==> config.mk <==
export PLATFORM = sky130hd
export DESIGN_NAME = pid_pwm_out_flat
export DESIGN_NICKNAME = d
export VERILOG_FILES = /design/src/rtl/pid_pwm_out_if.sv /design/src/rtl/pid_pwm_out.sv /design/src/flat_wrapper.sv
export SDC_FILE = /design/constraint.sdc
export NUM_CORES = 1
export LEC_CHECK = 0
export ABC_CLOCK_PERIOD_IN_PS = 7300
export CAP_MARGIN = 20
export CORE_MARGIN = 10
export CORE_UTILIZATION = 55
export CTS_CLUSTER_SIZE = 12
export DETAILED_ROUTE_END_ITERATION = 10
export GPL_TIMING_DRIVEN = 0
export PLACE_DENSITY = 0.75
export SKIP_CTS_REPAIR_TIMING = 1
export SKIP_LAST_GASP = 1
export SLEW_MARGIN = 40
export SYNTH_ARGS = -nofsm -noshare
export SYNTH_HDL_FRONTEND = slang
export SYNTH_SLANG_ARGS = --single-unit
==> constraint.sdc <==
create_clock -name clk -period 7.3 [get_ports clk]
set_clock_uncertainty 0.2 [all_clocks]
set_input_delay 0.73 -clock clk [delete_from_list [all_inputs] [get_ports clk]]
set_output_delay 0.73 -clock clk [all_outputs]
set_load 0.01 [all_outputs]
==> src/rtl/pid_pwm_out_if.sv <==
// pid_pwm_out_if: command/iterate handshake between the PID controller and its PWM output stage.
//   cmd       : signed Q-format command from PID `out`
//   cmd_valid : one-cycle qualifier from PID `out_valid`
//   tick      : one-cycle period-start pulse back to PID `iterate_enable`
//   modport master = PID side, modport slave = PWM output stage
interface pid_pwm_out_if #(parameter int D_WIDTH = 16);
    logic signed [D_WIDTH-1:0] cmd;
    logic                      cmd_valid;
    logic                      tick;
    modport master (output cmd, output cmd_valid, input tick);
    modport slave  (input cmd, input cmd_valid, output tick);
endinterface

==> src/rtl/pid_pwm_out.sv <==
// pid_pwm_out: clamps, slew-limits and maps a PID command to a complementary dead-timed PWM pair.
//   clk, rstb (async, active-low)
//   enable, period     : run control; period < 2 or enable low holds the block idle
//   slew_max           : max applied-command change per period (0 = unlimited)
//   pid (slave)        : cmd / cmd_valid in, tick out (one pulse per PWM period)
//   pwm_hi, pwm_lo     : complementary drives with DEAD_CYCLES dead time
//   duty, sat_flag     : duty in effect, last accepted cmd was clamped
//   Build option: define PID_PWM_SLEW_EN to enable slew limiting; otherwise slew_max is ignored.
module pid_pwm_out #(
    parameter int D_WIDTH     = 16,
    parameter int SPAN_LOG2   = 13,
    parameter int CNT_WIDTH   = 10,
    parameter int DEAD_CYCLES = 4
) (
    input  logic                 clk,
    input  logic                 rstb,
    input  logic                 enable,
    input  logic [CNT_WIDTH-1:0] period,
    input  logic [D_WIDTH-1:0]   slew_max,
    pid_pwm_out_if.slave         pid,
    output logic                 pwm_hi,
    output logic                 pwm_lo,
    output logic [CNT_WIDTH-1:0] duty,
    output logic                 sat_flag
);
    localparam int PW = SPAN_LOG2 + 1 + CNT_WIDTH;
    localparam int DW = $clog2(DEAD_CYCLES + 1);
    localparam logic signed [D_WIDTH-1:0] POS = D_WIDTH'(2 ** (SPAN_LOG2 - 1));
    localparam logic signed [D_WIDTH-1:0] NEG = -POS;
    localparam logic [SPAN_LOG2:0] HALF_U = (SPAN_LOG2 + 1)'(2 ** (SPAN_LOG2 - 1));
    localparam logic [DW-1:0] DEAD = DW'(DEAD_CYCLES);

    typedef enum logic {IDLE, RUN} state_t;
    state_t state_q, state_d;
    logic [CNT_WIDTH-1:0] cnt_q, cnt_d, duty_q, duty_d, duty_new;
    logic signed [D_WIDTH-1:0] target_q, target_d, applied_q, applied_d, applied_new, clamped, t;
    logic [SPAN_LOG2:0] off;
    logic [DW-1:0] dcnt_q, dcnt_d;
    logic sat_q, sat_d, tick_q, tick_d, hi_q, hi_d, lo_q, lo_d, raw_q, raw_d;
    logic raw, run_ok, load, over, under;
`ifdef PID_PWM_SLEW_EN
    logic signed [D_WIDTH:0] base, diff, slew;
`else
    logic unused_slew;
    assign unused_slew = ^slew_max;
`endif

    always_comb begin
        run_ok = enable && (period >= CNT_WIDTH'(2));
        // a load is every entry into cnt=0: leaving IDLE, or wrapping (also when period shrank below cnt)
        load = run_ok && (state_q == IDLE || cnt_q >= period - CNT_WIDTH'(1));
        state_d = run_ok ? RUN : IDLE;
        cnt_d = (!run_ok || load) ? '0 : cnt_q + 1'b1;
        over = pid.cmd > POS;
        under = pid.cmd < NEG;
        clamped = over ? POS : under ? NEG : pid.cmd;
        t = pid.cmd_valid ? clamped : target_q;
`ifdef PID_PWM_SLEW_EN
        base = (D_WIDTH + 1)'(applied_q);
        diff = (D_WIDTH + 1)'(t) - base;
        slew = $signed({1'b0, slew_max});
        applied_new = (slew_max == '0) ? t :
                      (diff > slew)    ? D_WIDTH'(base + slew) :
                      (diff < -slew)   ? D_WIDTH'(base - slew) : t;
`else
        applied_new = t;
`endif
        // offset into 0..2^SPAN_LOG2, then scale by period and drop the SPAN_LOG2 fraction bits
        off = (SPAN_LOG2 + 1)'(applied_new) + HALF_U;
        duty_new = CNT_WIDTH'((PW'(off) * PW'(period)) >> SPAN_LOG2);
        applied_d = load ? applied_new : applied_q;
        duty_d = load ? duty_new : duty_q;
        tick_d = load;
        target_d = pid.cmd_valid ? clamped : target_q;
        sat_d = pid.cmd_valid ? (over || under) : sat_q;
        raw = cnt_q < duty_q;
        raw_d = (state_q == RUN) && raw;
        dcnt_d = (state_q != RUN || raw != raw_q) ? '0 : (dcnt_q == DEAD) ? dcnt_q : dcnt_q + 1'b1;
        hi_d = (state_q == RUN) && raw && (dcnt_d == DEAD);
        lo_d = (state_q == RUN) && !raw && (dcnt_d == DEAD);
    end

    always_ff @(posedge clk or negedge rstb) begin
        if (!rstb) begin
            state_q   <= IDLE;
            cnt_q     <= '0;
            duty_q    <= '0;
            target_q  <= '0;
            applied_q <= '0;
            dcnt_q    <= '0;
            sat_q     <= 1'b0;
            tick_q    <= 1'b0;
            hi_q      <= 1'b0;
            lo_q      <= 1'b0;
            raw_q     <= 1'b0;
        end else begin
            state_q   <= state_d;
            cnt_q     <= cnt_d;
            duty_q    <= duty_d;
            target_q  <= target_d;
            applied_q <= applied_d;
            dcnt_q    <= dcnt_d;
            sat_q     <= sat_d;
            tick_q    <= tick_d;
            hi_q      <= hi_d;
            lo_q      <= lo_d;
            raw_q     <= raw_d;
        end
    end

    assign pid.tick = tick_q;
    assign pwm_hi   = hi_q;
    assign pwm_lo   = lo_q;
    assign duty     = duty_q;
    assign sat_flag = sat_q;
endmodule
==> src/flat_wrapper.sv <==
// flat-port wrapper written by rule: the top's interface ports become plain ports
module pid_pwm_out_flat 
#(
    parameter int D_WIDTH     = 16,
    parameter int SPAN_LOG2   = 13,
    parameter int CNT_WIDTH   = 10,
    parameter int DEAD_CYCLES = 4
)
  (clk, rstb, enable, period, slew_max, pwm_hi, pwm_lo, duty, sat_flag, pid_cmd, pid_cmd_valid, pid_tick);
  pid_pwm_out_if #(.D_WIDTH(D_WIDTH)) pid_i ();
  input  logic clk;
  input  logic rstb;
  input  logic enable;
  input  logic [CNT_WIDTH-1:0] period;
  input  logic [D_WIDTH-1:0] slew_max;
  output logic pwm_hi;
  output logic pwm_lo;
  output logic [CNT_WIDTH-1:0] duty;
  output logic sat_flag;
  input wire logic [$bits(pid_i.cmd)-1:0] pid_cmd;
  input wire logic [$bits(pid_i.cmd_valid)-1:0] pid_cmd_valid;
  output wire logic [$bits(pid_i.tick)-1:0] pid_tick;
  assign pid_i.cmd = pid_cmd;
  assign pid_i.cmd_valid = pid_cmd_valid;
  assign pid_tick = pid_i.tick;
  pid_pwm_out #(.D_WIDTH(D_WIDTH), .SPAN_LOG2(SPAN_LOG2), .CNT_WIDTH(CNT_WIDTH), .DEAD_CYCLES(DEAD_CYCLES)) u_core (.clk(clk), .rstb(rstb), .enable(enable), .period(period), .slew_max(slew_max), .pid(pid_i), .pwm_hi(pwm_hi), .pwm_lo(pwm_lo), .duty(duty), .sat_flag(sat_flag));
endmodule
==> flow_results.org, run 1 <==
** Layout
- Ratio of cells with drive above 1 in the final layout :: 0.158
- After routing the design area is 0.00822 mm².
- The net count of the finished layout is 1028.
- Counting the fill cells in the layout gives 942.
- The top cell types in the final layout, fill and taps aside, are 121 x sky130_fd_sc_hd__inv_1, 97 x sky130_fd_sc_hd__nand2_1, 92 x sky130_fd_sc_hd__fa_1.
- Diode insertion count for antenna repair :: 0
- Compared with the post-synthesis result, the final layout area differs by 20.3%.
- The library cell used most frequently in the layout, excluding fill and tap cells, is sky130_fd_sc_hd__inv_1.

** Clock network
- Counting the buffers created by CTS gives 5.
- Clock transition at the registers of the reported paths :: 0.06 ns
- Number of H-tree levels :: 2
- CTS saw 43 sinks.
- The tree is rooted in a sky130_fd_sc_hd__clkbuf_16.
- Counting along the longest clock path gives a buffer depth of 2.
- Clock tree from TritonCTS :: done
- The clock reaches the later pin of the worst-skew pair after 0.28 ns.

** STA
- Number of hold violations in the final report :: 0
- Tcrit/Tclk final :: 1.04
- The final max-slew violation count came to 0.
- In this run the tightest slew margin relative to its limit is 0.511.
- Across all hold checks on the routed design, the worst slack comes to 0.233 ns.
- Setup total negative slack on the finished layout was measured at -0.895 ns.
- Worst slew pin tran :: 0.733 ns
- Setup slack on the critical path of the routed design comes to -0.281 ns.
- Setup repair after global routing could not meet its margin everywhere.
- Post-layout min period :: 7.58 ns
- Final-report setup violation count :: 7
- Max Clock Freq :: 132 MHz

** Setup path
- STA classifies the critical path endpoint as a register.
- Critical Path Max Stage Delay :: 0.53 ns
- In this run the register-to-register setup slack is 1.09 ns.
- Crit path buffers/inverters :: 9
- Critical path data required time :: 7.27 ns
- Terminus of the critical flop-to-flop path :: u_core.duty[5]
- The startpoint identified for the worst register-to-register timing path is u_core.target_q[12].
- Type of the worst setup path :: in2reg
- Launch point of the worst path :: pid_cmd[1]
- For the worst setup path, the data arrival time is 7.55 ns.
- The kind of cell with the highest combined delay along the critical path is adder cells.
- Along the worst path, the maximum fanout reaches 5.
- Measured in cells, the most critical reg-to-reg path has a length of 21.
- Worst path slowest cell :: sky130_fd_sc_hd__or4_4
- STA classifies the critical path startpoint as an input pin.

** Yosys
- Synthesis inferred 43 register bits.
- Total standard cell area after synthesis :: 0.00683 mm²
- Among all flip-flop cells after synthesis, the most frequent one is sky130_fd_sc_hd__dfrtp_1.
- Synth top area cells :: sky130_fd_sc_hd__fa_1 27%, sky130_fd_sc_hd__dfrtp_1 16%, sky130_fd_sc_hd__ha_1 14%
- For this run, asynchronously set or reset flops after synthesis account for 1.00.
- The share of synthesized area in the top cell type comes to 0.269.
- Synthesized area divided by synthesized cell count :: 9.40 µm²
- Syn Nets :: 943
- Fraction of the yosys area taken by sequential cells :: 0.157
- The Yosys step of the flow raised 0 warnings.
- Cells after Synth :: 727
- Synthesis instantiated 53 different standard cells from the library.
- Number of enable-type register cells in the synthesized netlist :: 0
- Post-synth top area cell :: sky130_fd_sc_hd__fa_1

** Global route
- Pin count of the biggest net entering global routing :: 44
- Remaining global-route overflow :: 0
- GRT Overall Usage :: 0.200
- The number of antenna violations at the first check in global routing came to 0.
- Via count of the first global-routing pass :: 5577
- The first global-routing pass estimated 28.6 mm of wire.

** Power
- Portion of total power attributed to sequential cells :: 0.215
- The internal portion of the total power is 0.000810 W.
- The share of total power dissipated in combinational logic is 0.605.
- Power Dens Cells :: 168 mW/mm²
- Switching pwr :: 0.000569 W
- Leakage power of the design :: 4.22 nW
- The share of total power dissipated in the clock network is 0.181.
- Across the VDD grid, the largest voltage drop is 0.135 mV.
- Share of total power consumed by net switching :: 0.413

** Floorplanning
- Die outline area :: 0.0173 mm²
- Standard-cell rows :: 40
- Die Y :: 131 µm
- In this run the count of I/O pins placed on the die edge is 60.
- Area of the placeable core :: 0.0121 mm²
- Die Wd :: 131 µm
- For this configuration, the core starts out at a cell density of 0.564.

** Route
- Wire length after detailed routing :: 18.4 mm
- The first routing iteration left 361 violations.
- The detail route stage leaves a number of antenna-violating nets equal to 0.
- Across all layers, the routed design uses 5376 vias.
- Before antenna repair, the detailed router went through 7 iterations.
- After detailed routing, the average wire length per cell comes to 18.8 µm.
- Number of design rule violations left after detail routing :: 0
- Drt via density :: 5.49

** Job
- The tool flagged a number of max-cap violations equal to 0.

** Worst hold path
- Worst Hold Class :: in2async

** Placed design
- Routability-driven placement finished with a final weighted congestion of 0.911.
- Post-placement setup slack :: -1.04 ns
- Buffers on Ports :: 39
- The HPWL after detailed placement is 13.6 mm.
- Summing all placed instances gives a cell area of 0.00744 mm².

** Status
- The final reports fail on negative setup slack.
- The run finished, with violations left.
-- area by class of cell --
type                            count  area, µm²  share of cell area
Tap cell                          168        210              0.0256
Clock buffer                        5        125              0.0152
Inverter                          129        484              0.0589
Clock inverter                      2       37.5             0.00456
Multi-Input combinational cell    525       5340               0.650
Timing Repair Buffer               78        721              0.0876
Sequential cell                    43       1080               0.131
Buffer                             30        228              0.0277
-- flip-flops by register name (all words and copies together), names as in the netlist --
signal,count
u_core.state_q,1
u_core.dcnt_q,3
u_core.pwm_lo,1
u_core.pwm_hi,1
u_core.pid.tick,1
u_core.raw_q,1
u_core.sat_flag,1
u_core.target_q,14
u_core.duty,10
u_core.cnt_q,10
-- cell families after synthesis --
kind of cell	after synthesis	synth area share
simple gates	241	0.174
xor+xnor	33	0.0423
fa+ha+maj	170	0.412
compound gates	64	0.0875
buf+inv	159	0.0987
flops	43	0.157
mux	17	0.0276
-- power by group through the flow --
stage | Clock, W | Combinational, W | Sequential, W
5_1_grt | 0.000261 | 0.000929 | 0.000299
6_report | 0.000249 | 0.000833 | 0.000296
3_5_place_dp | 0 | 0.000725 | 0.000298
3_3_place_gp | 0 | 0.000700 | 0.000298
4_1_cts | 0.000250 | 0.000734 | 0.000295
2_1_floorplan | 0 | 0.000484 | 0.000308
-- through the flow --
stage	util	total power (W)	instances
after floorplan	-	0.000792	727
after global placement	0.614	0.000998	934
after detailed placement	0.614	0.00102	934
after CTS	0.628	0.00128	941
after global routing	0.679	0.00149	980
final	0.679	0.00138	980
-- worst reg2reg max path, delay by kind of cell (launching register included) --
kind,cells,cell delay [ns]
muxes,1,0.26
xor gates and xnor gates,1,0.11
buffers and inverters,4,0.62
AOI/OAI and AO/OA,6,1.26
DFF,1,0.35
and+or+nand+nor,3,0.37
adders and majority gates,6,2.93
-- Yosys cell counts (all sizes together) (4+ instances only) --
library cell and instances:
a21o 15, a21oi 13, a31oi 4, and2 63, buf 14, clkbuf 16
dfrtp 43, fa 92, ha 78, inv 129, mux2 6, mux2i 11
nand2 104, nand2b 5, nand3 13, nor2 23, nor3 6, nor4 7
o21ai 10, o2bb2ai 10, xnor2 19, xor2 14
-- metal layers --
layer / share of wire / up-vias / global-route usage
met5: 0 / - / 0
met4: 0.018 / 0 / 0.0383
met3: 0.053 / 33 / 0.0282
met2: 0.52 / 190 / 0.351
met1: 0.41 / 2706 / 0.257
li1: - / 2447 / -
-- worst max path at each step --
stage | end | cells after the start | slack (ns)
2_1_floorplan | u_core.duty[5] | 29 | 0.13
3_3_place_gp | u_core.duty[5] | 29 | -0.97
3_5_place_dp | u_core.duty[5] | 29 | -1.04
4_1_cts | u_core.duty[5] | 29 | -0.77
5_1_grt | u_core.duty[5] | 31 | -0.48
6_report | u_core.duty[5] | 31 | -0.28
(Power assumes the default switching activity.)
==> run 2, diff against run 1 <==
--- a/config.mk
+++ b/config.mk
@@ -13,6 +13,7 @@
 export DETAILED_ROUTE_END_ITERATION = 10
 export GPL_TIMING_DRIVEN = 0
 export PLACE_DENSITY = 0.75
+export SETUP_SLACK_MARGIN = 0.02
 export SKIP_CTS_REPAIR_TIMING = 1
 export SKIP_LAST_GASP = 1
 export SLEW_MARGIN = 40
==> results of run 2 <==
The final DEF is identical to that of run 1; final timing and power are the same.
==> run 3, diff against run 2 <==
--- a/config.mk
+++ b/config.mk
@@ -14,7 +14,6 @@
 export GPL_TIMING_DRIVEN = 0
 export PLACE_DENSITY = 0.75
 export SETUP_SLACK_MARGIN = 0.02
-export SKIP_CTS_REPAIR_TIMING = 1
 export SKIP_LAST_GASP = 1
 export SLEW_MARGIN = 40
 export SYNTH_ARGS = -nofsm -noshare
==> flow_results.org, run 3 (synthesis results as in run 1) <==
** Status
- The flow ran to the end, but the final reports show violations.
- Violated checks :: negative setup slack

** Floorplanning
- Area of the placeable core :: 0.0121 mm²
- Initial core utilization :: 0.564
- From bottom edge to top edge, the die measures 131 µm.
- Die Wd :: 131 µm
- 60 I/O pins were placed.
- The initialized floorplan defines 40 standard-cell rows.
- The floorplan step defined a die boundary enclosing 0.0173 mm².

** STA
- Worst slew margin relative to its limit :: 0.521
- Setup violations remaining at the end of the flow were counted as 8.
- For this run, the top clock speed supported by timing is 132 MHz.
- Tcrit/Tclk final :: 1.04
- Post-layout min period :: 7.58 ns
- Hold slack final :: 0.242 ns
- For the pin with the worst max-slew slack, the measured transition is 0.718 ns.
- The final max-slew violation count came to 0.
- Across all setup checks in the final design, the least slack found is -0.279 ns.
- Sum Neg Setup Slack :: -1.40 ns
- Setup repair after global routing could not meet its margin everywhere.
- The number of failing hold endpoints at the final stage was 0.

** Clock network
- Num CTS Buffers :: 5
- TritonCTS built the clock tree.
- For this design, the sink count on the clock tree is 43.
- Number of buffers on the longest clock path :: 2
- Clock transition at the registers of the reported paths :: 0.06 ns
- The tree is rooted in a sky130_fd_sc_hd__clkbuf_16.
- The later pin in the worst-skew pair is clocked with a latency of 0.28 ns.
- Number of H-tree levels :: 2

** Layout
- Layout fillers :: 917
- Sequential cell area in the final layout :: 0.00108 mm²
- Net count reported at finish :: 1031
- Most used cells in the layout excluding fill and tap cells :: 118 x sky130_fd_sc_hd__inv_1, 96 x sky130_fd_sc_hd__nand2_1, 90 x sky130_fd_sc_hd__fa_1
- From synthesis to final layout, the design area changed by 22.1%.
- Ratio of cells with drive above 1 in the final layout :: 0.183
- Top reg by flops :: u_core.target_q
- Multi-input gate area in the final layout :: 0.00544 mm²
- 0 antenna diodes ended up in the layout.
- The library cell used most frequently in the layout, excluding fill and tap cells, is sky130_fd_sc_hd__inv_1.
- Number of flip-flops in the largest register :: 14

** Setup path
- The largest individual stage delay along the critical path comes from the cell sky130_fd_sc_hd__fa_1.
- Setup crit end :: u_core.duty[5]
- Path length in cells of the critical path :: 29
- Launch point of the worst path :: pid_cmd[1]
- In this run the register-to-register setup slack is 1.16 ns.
- Critical path data required time :: 7.27 ns
- In this run the critical register-to-register path is launched from u_core.target_q[12].
- The worst setup path is launched from an input pin.
- Crit path buffers/inverters :: 7
- The worst setup path is captured at a register.
- The endpoint identified for the worst register-to-register timing path is u_core.duty[4].
- Data arrival time of the worst path :: 7.55 ns
- Worst reg2reg path depth :: 21
- Critical Path Max Stage Delay :: 0.58 ns
- Type of the worst setup path :: in2reg
- Critical Path Most Common Cell :: sky130_fd_sc_hd__fa_1
- Highest net fanout along the worst path :: 5
- Category of cells accounting for the largest share of critical-path delay :: adder cells

** Route
- For this run, the detailed router's first-pass iteration total came to 5.
- DRC violation total after the first TritonRoute iteration :: 499
- Using the TritonRoute via totals, the vias-per-cell ratio works out to 5.65.
- Average routed wire per standard cell :: 20.0 µm
- For this block, the via count after detailed routing is 5552.
- In this run the remaining antenna-violating nets after routing total 0.
- Number of design rule violations left after detail routing :: 0
- Wire length after detailed routing :: 19.6 mm

** Placed design
- OpenSTA, run right after detailed placement, puts the worst setup slack at -1.04 ns.
- Port buffering added 39 buffers.
- RD Place Congestion :: 0.911
- The wire-length estimate of the detail-placed layout is 13.6 mm.

** Global route
- The first global-routing pass estimated 30.4 mm of wire.
- GRT Overall Usage :: 0.214
- Via count of the first global-routing pass :: 5888
- Entering global routing, the biggest net connects 44 pins.
- Remaining global-route overflow :: 0
- Initial antenna violation count :: 0

** Power
- Power Dens Cells :: 171 mW/mm²
- Overall power consumption :: 0.00142 W
- The analysis attributes to cell leakage a power of 4.27 nW.
- Worst vdd ir :: 0.137 mV

** Worst hold path
- Worst Hold Class :: in2async

** Job
- The tool flagged a number of max-cap violations equal to 0.
[run 3: changes by cell type in the layout (fill, tap and decap cells not counted), sizes merged]
| cell | change |
|---|---|
| buf | +4 |
| clkdlybuf4s50 | -5 |
| dlygate4sd2 | +1 |
| dlymetal6s2s | +3 |
[run 3: cell type report]
type                            count  share of cell area
Tap cell                          168              0.0252
Clock inverter                      2             0.00450
Clock buffer                        5              0.0150
Timing Repair Buffer               81              0.0913
Multi-Input combinational cell    525               0.651
Inverter                          129              0.0583
Sequential cell                    43               0.129
Buffer                             30              0.0255
[run 3: worst min path at each step]
stage | slack (ns) | end | from
floorplan | 0.23 | u_core.cnt_q[0] | rstb
global placement | 0.29 | u_core.sat_flag | u_core.sat_flag
detailed placement | 0.30 | u_core.sat_flag | u_core.sat_flag
CTS | 0.25 | u_core.dcnt_q[0] | rstb
global route | 0.28 | u_core.pid.tick | rstb
finish | 0.24 | u_core.pid.tick | rstb
[run 3: repair_timing]
item                                    4_1_cts  5_1_grt
gates resized for setup                      55       54
hold buffers                                  0        0
cloned                                        2        0
setup buffers                                28       12
endpoints found under the setup margin       10       10
pin swaps                                    49       57
hold endpoints to repair                      0        0
[run 3: worst register-to-register path: stages, from the launching register on]
cell,delay (ns)
sky130_fd_sc_hd__dfrtp_1,0.36
sky130_fd_sc_hd__o21ai_0,0.40
sky130_fd_sc_hd__clkbuf_1,0.47
sky130_fd_sc_hd__nand2_1,0.14
sky130_fd_sc_hd__fa_1,0.51
sky130_fd_sc_hd__inv_1,0.05
sky130_fd_sc_hd__fa_1,0.53
sky130_fd_sc_hd__fa_1,0.44
sky130_fd_sc_hd__fa_1,0.56
sky130_fd_sc_hd__inv_1,0.06
sky130_fd_sc_hd__fa_1,0.53
sky130_fd_sc_hd__inv_1,0.06
sky130_fd_sc_hd__ha_4,0.27
sky130_fd_sc_hd__nand2_1,0.08
sky130_fd_sc_hd__o21bai_2,0.08
sky130_fd_sc_hd__a21oi_2,0.17
sky130_fd_sc_hd__nand3_2,0.13
sky130_fd_sc_hd__o21a_1,0.24
sky130_fd_sc_hd__a21o_1,0.23
sky130_fd_sc_hd__buf_6,0.13
sky130_fd_sc_hd__xor2_2,0.15
sky130_fd_sc_hd__mux2_4,0.27
[run 3: per-stage QoR]
stage,util,std cells,cell area [µm²]
after global routing,0.689,983,8350
after CTS,0.663,971,8030
after global placement,0.614,934,7430
after detailed placement,0.614,934,7440
final,0.689,983,8350
after floorplan,-,727,6830
[run 3: power breakdown]
part	internal [W]	switching (W)
Sequential	0.000273	0.0000240
Combinational	0.000395	0.000482
Clock	0.000159	0.0000901
[run 3: layer usage]
metal  vias to the layer above  part of all wire  GRT usage
met5                         -                 0          0
met4                         0             0.042     0.0667
met1                      2770              0.38      0.264
li1                       2447                 -          -
met3                        71             0.069     0.0354
met2                       264              0.51      0.374
